===== config.mk =====
export PLATFORM = sky130hd
export DESIGN_NAME = alu_ctrl_encoder
export DESIGN_NICKNAME = d
export VERILOG_FILES = /design/src/rtl/alu_ctrl_pkg.sv /design/src/rtl/alu_ctrl_lut.sv /design/src/rtl/alu_ctrl_encoder.sv
export SDC_FILE = /design/constraint.sdc
export NUM_CORES = 1
export LEC_CHECK = 0
export BUFFER_PORTS_ARGS = -buffer_cell sky130_fd_sc_hd__clkbuf_2
export CORE_ASPECT_RATIO = 0.5
export CORE_MARGIN = 5
export CORE_UTILIZATION = 34
export CTS_CLUSTER_SIZE = 10
export DETAILED_ROUTE_END_ITERATION = 16
export GPL_ROUTABILITY_DRIVEN = 0
export HOLD_SLACK_MARGIN = 0.15
export PLACE_DENSITY = 0.57
export SYNTH_ARGS = -nofsm -noshare
export SYNTH_HDL_FRONTEND = slang
export SYNTH_SLANG_ARGS = --single-unit

===== constraint.sdc =====
create_clock -name clk -period 1.6 [get_ports clk]
set_clock_uncertainty 0.05 [all_clocks]
set_input_delay 0.16 -clock clk [delete_from_list [all_inputs] [get_ports clk]]
set_output_delay 0.16 -clock clk [all_outputs]
set_load 0.05 [all_outputs]

===== src/rtl/alu_ctrl_pkg.sv =====
// alu_ctrl_pkg: opcodes, ALU5 control words and FSM state shared with the decoders
package alu_ctrl_pkg;
  localparam logic [3:0] OP_ADD     = 4'd0;
  localparam logic [3:0] OP_SUB     = 4'd1;
  localparam logic [3:0] OP_OR      = 4'd2;
  localparam logic [3:0] OP_NOT     = 4'd3;
  localparam logic [3:0] OP_XOR     = 4'd4;
  localparam logic [3:0] OP_AND     = 4'd5;
  localparam logic [3:0] OP_MOV     = 4'd6;
  localparam logic [3:0] OP_INC     = 4'd7;
  localparam logic [3:0] OP_DEC     = 4'd8;
  localparam logic [3:0] OP_SLA     = 4'd9;
  localparam logic [3:0] OP_SLL     = 4'd10;
  localparam logic [3:0] OP_ROL     = 4'd11;
  localparam logic [3:0] OP_SRA     = 4'd12;
  localparam logic [3:0] OP_SRL     = 4'd13;
  localparam logic [3:0] OP_ROR     = 4'd14;
  localparam logic [3:0] OP_ILLEGAL = 4'd15;
  // Bit i of each word is Ctrl<i>, so the literals read Ctrl5 down to Ctrl0
  localparam logic [5:0] CW_ADD = 6'b010010;
  localparam logic [5:0] CW_SUB = 6'b100010;
  localparam logic [5:0] CW_OR  = 6'b010100;
  localparam logic [5:0] CW_NOT = 6'b001100;
  localparam logic [5:0] CW_XOR = 6'b011100;
  localparam logic [5:0] CW_AND = 6'b011000;
  localparam logic [5:0] CW_MOV = 6'b000000;
  localparam logic [5:0] CW_INC = 6'b110110;
  localparam logic [5:0] CW_DEC = 6'b000110;
  localparam logic [5:0] CW_SLA = 6'b001001;
  localparam logic [5:0] CW_SLL = 6'b000001;
  localparam logic [5:0] CW_ROL = 6'b010001;
  localparam logic [5:0] CW_SRA = 6'b001101;
  localparam logic [5:0] CW_SRL = 6'b000101;
  localparam logic [5:0] CW_ROR = 6'b010101;
  typedef enum logic {S_IDLE, S_ISSUE} state_t;
  function automatic logic is_shift(input logic [3:0] op);
    return op >= OP_SLA && op <= OP_ROR;
  endfunction
endpackage


===== src/rtl/alu_ctrl_lut.sv =====
// alu_ctrl_lut: combinational opcode to control-word map
module alu_ctrl_lut
  import alu_ctrl_pkg::*;
(
  input  logic [3:0] op,
  output logic [5:0] cw,
  output logic       shift,
  output logic       illegal
);
  always_comb begin
    cw = CW_MOV;
    case (op)
      OP_ADD:  cw = CW_ADD;
      OP_SUB:  cw = CW_SUB;
      OP_OR:   cw = CW_OR;
      OP_NOT:  cw = CW_NOT;
      OP_XOR:  cw = CW_XOR;
      OP_AND:  cw = CW_AND;
      OP_INC:  cw = CW_INC;
      OP_DEC:  cw = CW_DEC;
      OP_SLA:  cw = CW_SLA;
      OP_SLL:  cw = CW_SLL;
      OP_ROL:  cw = CW_ROL;
      OP_SRA:  cw = CW_SRA;
      OP_SRL:  cw = CW_SRL;
      OP_ROR:  cw = CW_ROR;
      default: cw = CW_MOV;
    endcase
  end
  assign shift   = is_shift(op);
  assign illegal = op == OP_ILLEGAL;
endmodule


===== src/rtl/alu_ctrl_encoder.sv =====
// alu_ctrl_encoder: opcode to ALU5 control-word issuer, serialising shifts into 1-bit steps
module alu_ctrl_encoder
  import alu_ctrl_pkg::*;
#(
  parameter int OP_W  = 4,
  parameter int CNT_W = 4
) (
  input  logic             clk,
  input  logic             rst,
  input  logic             op_valid,
  output logic             op_ready,
  input  logic [OP_W-1:0]  op_code,
  input  logic [CNT_W-1:0] op_shamt,
  output logic [5:0]       ctrl,
  output logic             ctrl_valid,
  input  logic             ctrl_ready,
  output logic             ctrl_last,
  output logic             op_err,
  output logic             busy
);
  state_t           state_q, state_d;
  logic [CNT_W-1:0] cnt_q, cnt_d;
  logic [5:0]       ctrl_q, ctrl_d, cw;
  logic             last_q, last_d, err_q, err_d;
  logic             shift, illegal, accept, zero_shamt, fin;
  alu_ctrl_lut u_lut (
    .op      (op_code[3:0]),
    .cw      (cw),
    .shift   (shift),
    .illegal (illegal)
  );
  assign op_ready   = state_q == S_IDLE;
  assign busy       = state_q == S_ISSUE;
  assign ctrl_valid = busy;
  assign ctrl       = ctrl_q;
  assign ctrl_last  = last_q;
  assign op_err     = err_q;
  assign accept     = op_valid && op_ready;
  assign zero_shamt = op_shamt == '0;
  assign fin        = cnt_q == CNT_W'(1);
  always_ff @(posedge clk) begin
    if (rst) begin
      state_q <= S_IDLE;
      cnt_q   <= '0;
      ctrl_q  <= CW_MOV;
      last_q  <= 1'b0;
      err_q   <= 1'b0;
    end else begin
      state_q <= state_d;
      cnt_q   <= cnt_d;
      ctrl_q  <= ctrl_d;
      last_q  <= last_d;
      err_q   <= err_d;
    end
  end
  // A zero-length shift still issues one MOV step so the result register is written
  always_comb begin
    state_d = state_q;
    cnt_d   = cnt_q;
    ctrl_d  = ctrl_q;
    last_d  = last_q;
    err_d   = 1'b0;
    if (state_q == S_IDLE) begin
      err_d = accept && illegal;
      if (accept && !illegal) begin
        state_d = S_ISSUE;
        ctrl_d  = (shift && zero_shamt) ? CW_MOV : cw;
        cnt_d   = (shift && !zero_shamt) ? op_shamt : CNT_W'(1);
        last_d  = cnt_d == CNT_W'(1);
      end
    end else if (ctrl_ready) begin
      state_d = fin ? S_IDLE : S_ISSUE;
      cnt_d   = fin ? '0 : cnt_q - CNT_W'(1);
      ctrl_d  = fin ? CW_MOV : ctrl_q;
      last_d  = !fin && cnt_q == CNT_W'(2);
    end
  end
endmodule


Word-level counts from Yosys, hierarchy flattened. Memory sizes are Yosys's and may differ from the RTL's. Cells that the tools add are included.

Flip-flop bits (word level): 13. Memories: 1. ROM bits: 96. Output and inout port bits: 11.

Eq/ne operators: 6. Multiplexer cells: 17. Reduce and logical (&&, ||, !) cells: 15. Add/subtract/negate cells: 1. $lt $le $gt $ge: 2. Bitwise operators: 1.

Memory list: (no name shown) (depth 16, width 6, read ports 1, clocked after Yosys merged registers in 0, write ports 0, RTL line alu_ctrl_lut.sv:12) `case (op)`.

Operator list (count): $mux W6 (5); $mux W4 (5); $eq A4 B1 Y1 const B (2); $logic_and A1 B1 Y1 (7); $mux W1 (7); $eq A4 B2 Y1 const B (1); $eq A4 B4 Y1 const B (1); $ge A4 B4 Y1 const B (1); $le A4 B4 Y1 const B (1); $logic_not A4 Y1 (1); $sub A4 B1 Y4 const B (1); $logic_not A1 Y1 (3); $reduce_and A3 Y1 (1); $ne A2 B1 Y1 const B (1); $ne A2 B2 Y1 const B (1); $reduce_and A2 Y1 (1); $reduce_bool A2 Y1 (1); $reduce_or A2 Y1 (1); $not A1 Y1 (1).

Longest topological paths before layout.
Depth after elaboration: 7. Gate-level depth with buffers: 6. Gate-level depth less buffers: 6.

Cells and area by module. A second synthesis with hierarchy kept.

Cell total of the unflattened synthesis: 117. Area total of the unflattened synthesis: 1051.0 um^2.

Modules (own cells, without submodules): alu_ctrl_encoder (seq. area each 260.2 um^2, instances 1, cells an instance 83, area an instance 779.5 um^2); alu_ctrl_lut (seq. area each 0.0 um^2, instances 1, cells an instance 34, area an instance 271.5 um^2).

Worst setup path before layout. Ideal clock, no wire load.

Path kind: register -> register. From: register state_q (netlist: busy). To: register ctrl_q[2] (netlist: ctrl[2]). Stages on the path, launching flop included: 6. Path slack: -280 ps. Data arrival time: 1714 ps. Setup time: 117 ps. Cell sequence: dfxtp_1 > clkbuf_1 > nand2_1 > or2_1 > and3b_4 > a22o_1.

Word-level cells in the longest chain between the ends: 5. Elaborated cells between the ends (all ways): 8. Classes of those cells: 2 x eq/ne; 1 x mux; 1 x bitwise; 4 x reduce/logical.

RTL lines: from (decl) (RTL line alu_ctrl_encoder.sv:21) `state_t state_q, state_d;`; from (signal assigned) (RTL line alu_ctrl_encoder.sv:49) `state_q <= state_d;`; $not A1 Y1; $logic_and A1 B1 Y1 (RTL line alu_ctrl_encoder.sv:38) `assign accept = op_valid && op_ready;`; $logic_and A1 B1 Y1 (RTL line alu_ctrl_encoder.sv:65) `if (accept && !illegal) begin`; $reduce_bool A2 Y1 (no source line); $reduce_and A3 Y1 (no source line); to (signal assigned) (RTL line alu_ctrl_encoder.sv:51) `ctrl_q <= ctrl_d;`; to (decl) (RTL line alu_ctrl_encoder.sv:23) `logic [5:0] ctrl_q, ctrl_d, cw;`.

Parallel ways exist; a longest one is shown, timed or not. A chain may end at the register's enable or synchronous reset.

Final worst setup path.
From: register cnt_q[1]. To: register ctrl_q[2] (netlist: ctrl[2]).

Word-level cells in the longest chain between the ends: 3.

RTL lines: from (decl) (RTL line alu_ctrl_encoder.sv:22) `logic [CNT_W-1:0] cnt_q, cnt_d;`; from (signal assigned) (RTL line alu_ctrl_encoder.sv:50) `cnt_q <= cnt_d;`; $eq A4 B1 Y1 (RTL line alu_ctrl_encoder.sv:40) `assign fin = cnt_q == CNT_W'(1);`; $ne A2 B1 Y1 (no source line); $reduce_and A3 Y1 (no source line).

No other way between the ends.

==> metrics.csv <==
metric,value,unit
status,"finished, violations left",
violations,negative setup slack,
io_pins,23,
vias,979,
root_buffer,clkbuf_8,
dpl_cell_area,0.00121,mm²
synth_area_per_cell,8.18,µm²
pwr-share-seq,34.8,%
crit_path_end_kind,flip-flop,
fin_crit,1680,ps
path_max_fanout,5,
synth_top_area_share,27.9,%
synth_seq_cells,13,
holdPathStages,3,
port_buffers,22,
start_kind,flip-flop,
p_per_area,846,mW/mm²
tritoncts,yes,
max-slew-margin-rel,81.9,%
grt_usage,13.0,%
htree_num_levels,1,
crit_type,reg -> reg,
synth_area,932,µm²
yosysWarnings,0,
seq_area_frac_synth,27.9,%
syn_nets,135,
cap_violations,0,
yosysUniqueCellTypes,38,
postRouteWirelength,2420,µm
cp.required,1690,ps
yosys-top-cells-area,"dfxtp_1 28%, ha_1 12%, inv_1 3.6%, nand4_1 3.4%, a21oi_1 3.2%",
hpwl,1970,µm
internal_power,0.000704,W
rows,13,
p_comb_share,38.0,%
finalHoldViolations,0,
grt_max_degree,16,
die_h,47.0,µm
critPathArrivalTime,1770,ps
finalMaxSlewViolations,0,
ir_drop,407,µV
viasPerCell,5.07,
synth_edf_count,0,
dr.pass1.iters,4,
max_freq,594,MHz
die_area,0.00395,mm²
drt-initial-drc-count,52,
syn_to_final_growth,38.7,%
diodes,0,
swShare,35.6,%
core,0.00260,mm²
clkPwrFrac,27.2,%
switchingPower,0.000389,W
yosys.area.top_type,dfxtp_1,
fin_ws,-82.7,ps
drc,0,
cts_buffer_depth,2,
routedWlPerCell,12.5,µm
grt_pass1_wl,4000,µm
drive_gt1_share,36.5,%
synthFlopType,dfxtp_1,
reg2reg_depth,6,
fin_nets,178,
finalSetupViolCount,5,
leakagePower,0.601,nW
netlist_instances,114,
clkLatencyLatePin,240,ps
start_util,35.8,%
async_reset_ff_share,0,%
netlist_top_cells_count,"13 x dfxtp_1, 9 x ha_1, 9 x inv_1",
fin_crit_sh,105,%
yosysMostFrequentCell,dfxtp_1,
final_cell_area,0.00129,mm²
rsz0062_at_grt,yes,
grt_overflow_total,0,
grt_antenna_before_repair,0,
hold_class,in -> reg,
worstMarginPinSlew,269,ps
finalPower,0.00109,W
clock-sinks,13,
grt_pass1_vias,916,
clk_pin_slew,60,ps
postRouteAntennaNets,0,
die_x,84.1,µm
cts_buffers,3,
[placed cells by master, fill, tap and decap left out, types with 3 or more instances in the layout]
master	n
clkbuf_2	22
buf_4	21
dfxtp_1	10
inv_1	8
ha_1	8
nand2_1	7
nor2_1	7
o21ai_0	6
a21oi_1	6
nand4_1	5
nand2b_1	4
nand3_1	4
nor2b_1	4
nor3_1	4
dfxtp_2	3
clkbuf_8	3
[path summary, 6_finish.rpt]
kind	slack [ps]	end	from
max	-80	ctrl[2]	cnt_q[1]
min	130	cnt_q[0]	op_shamt[0]
max reg2reg	-80	ctrl[2]	cnt_q[1]
min reg2reg	410	ctrl[4]	ctrl[4]
[cells by family after synthesis]
family,synth area share (%)
buffers and inverters,6.58
multiplexers,3.49
adder cells (fa/ha/maj),12.1
AND/OR/NAND/NOR,27.8
flip-flops,27.9
AO/OA/AOI/OAI,21.2
XOR/XNOR,0.940
[flip-flops by register name, indices dropped and copies added, names as in the netlist]
name,cells
ctrl,6
ctrl_last,1
busy,1
cnt_q,4
op_err,1
[power by group through the flow]
stage,sequential [W],combinational (W),clock (W)
3_5_place_dp,0.000386,0.000405,0
3_3_place_gp,0.000386,0.000401,0
5_1_grt,0.000384,0.000453,0.000325
4_1_cts,0.000379,0.000414,0.000307
6_report,0.000381,0.000416,0.000297
2_1_floorplan,0.000442,0.000209,0
[worst max-delay path, stage by stage, from the launching register on]
cell and delay, ps:
dfxtp_2 320, inv_2 70, ha_4 110, or3b_4 370, or2_4 240, and3b_4 200, a22o_1 210
[per-stage QoR]
| step | util (%) | instances | worst slack [ps] | setup TNS [ps] | hold slack [ps] |
|---|---|---|---|---|---|
| after floorplan | - | 114 | -34.8 | -104 | 261 |
| after global placement | 46.7 | 187 | -91.2 | -313 | 374 |
| after detailed placement | 46.7 | 187 | -110 | -474 | 401 |
| after CTS | 49.2 | 193 | -78.5 | -283 | 151 |
| after global routing | 49.7 | 193 | -113 | -451 | 132 |
| final | 49.7 | 193 | -82.7 | -286 | 131 |
[per-layer routing]
metal	routed length, µm	vias to the layer above	share of wire [%]	track usage, %
met5	0	-	0	0
met4	10	0	0.41	5.13
met3	90	3	3.7	4.20
met2	1100	20	45	22.1
met1	1220	459	50	16.0
li1	-	497	-	-
[repair_timing]
item,4_1_cts,5_1_grt
pin swaps,1,2
buffers inserted,1,0
hold buffers,1,0
setup endpoints to repair,5,5
endpoints found under the hold margin,1,0
resized for setup,1,2
[area by class of cell]
class	count	area, µm²
Fill cell	257	1310
Multi-Input combinational cell	86	626
Timing Repair Buffer	44	278
Sequential cell	13	264
Tap cell	37	46.3
Clock buffer	4	45.0
Inverter	9	33.8
Note: power is estimated with default switching activity, not from simulation.
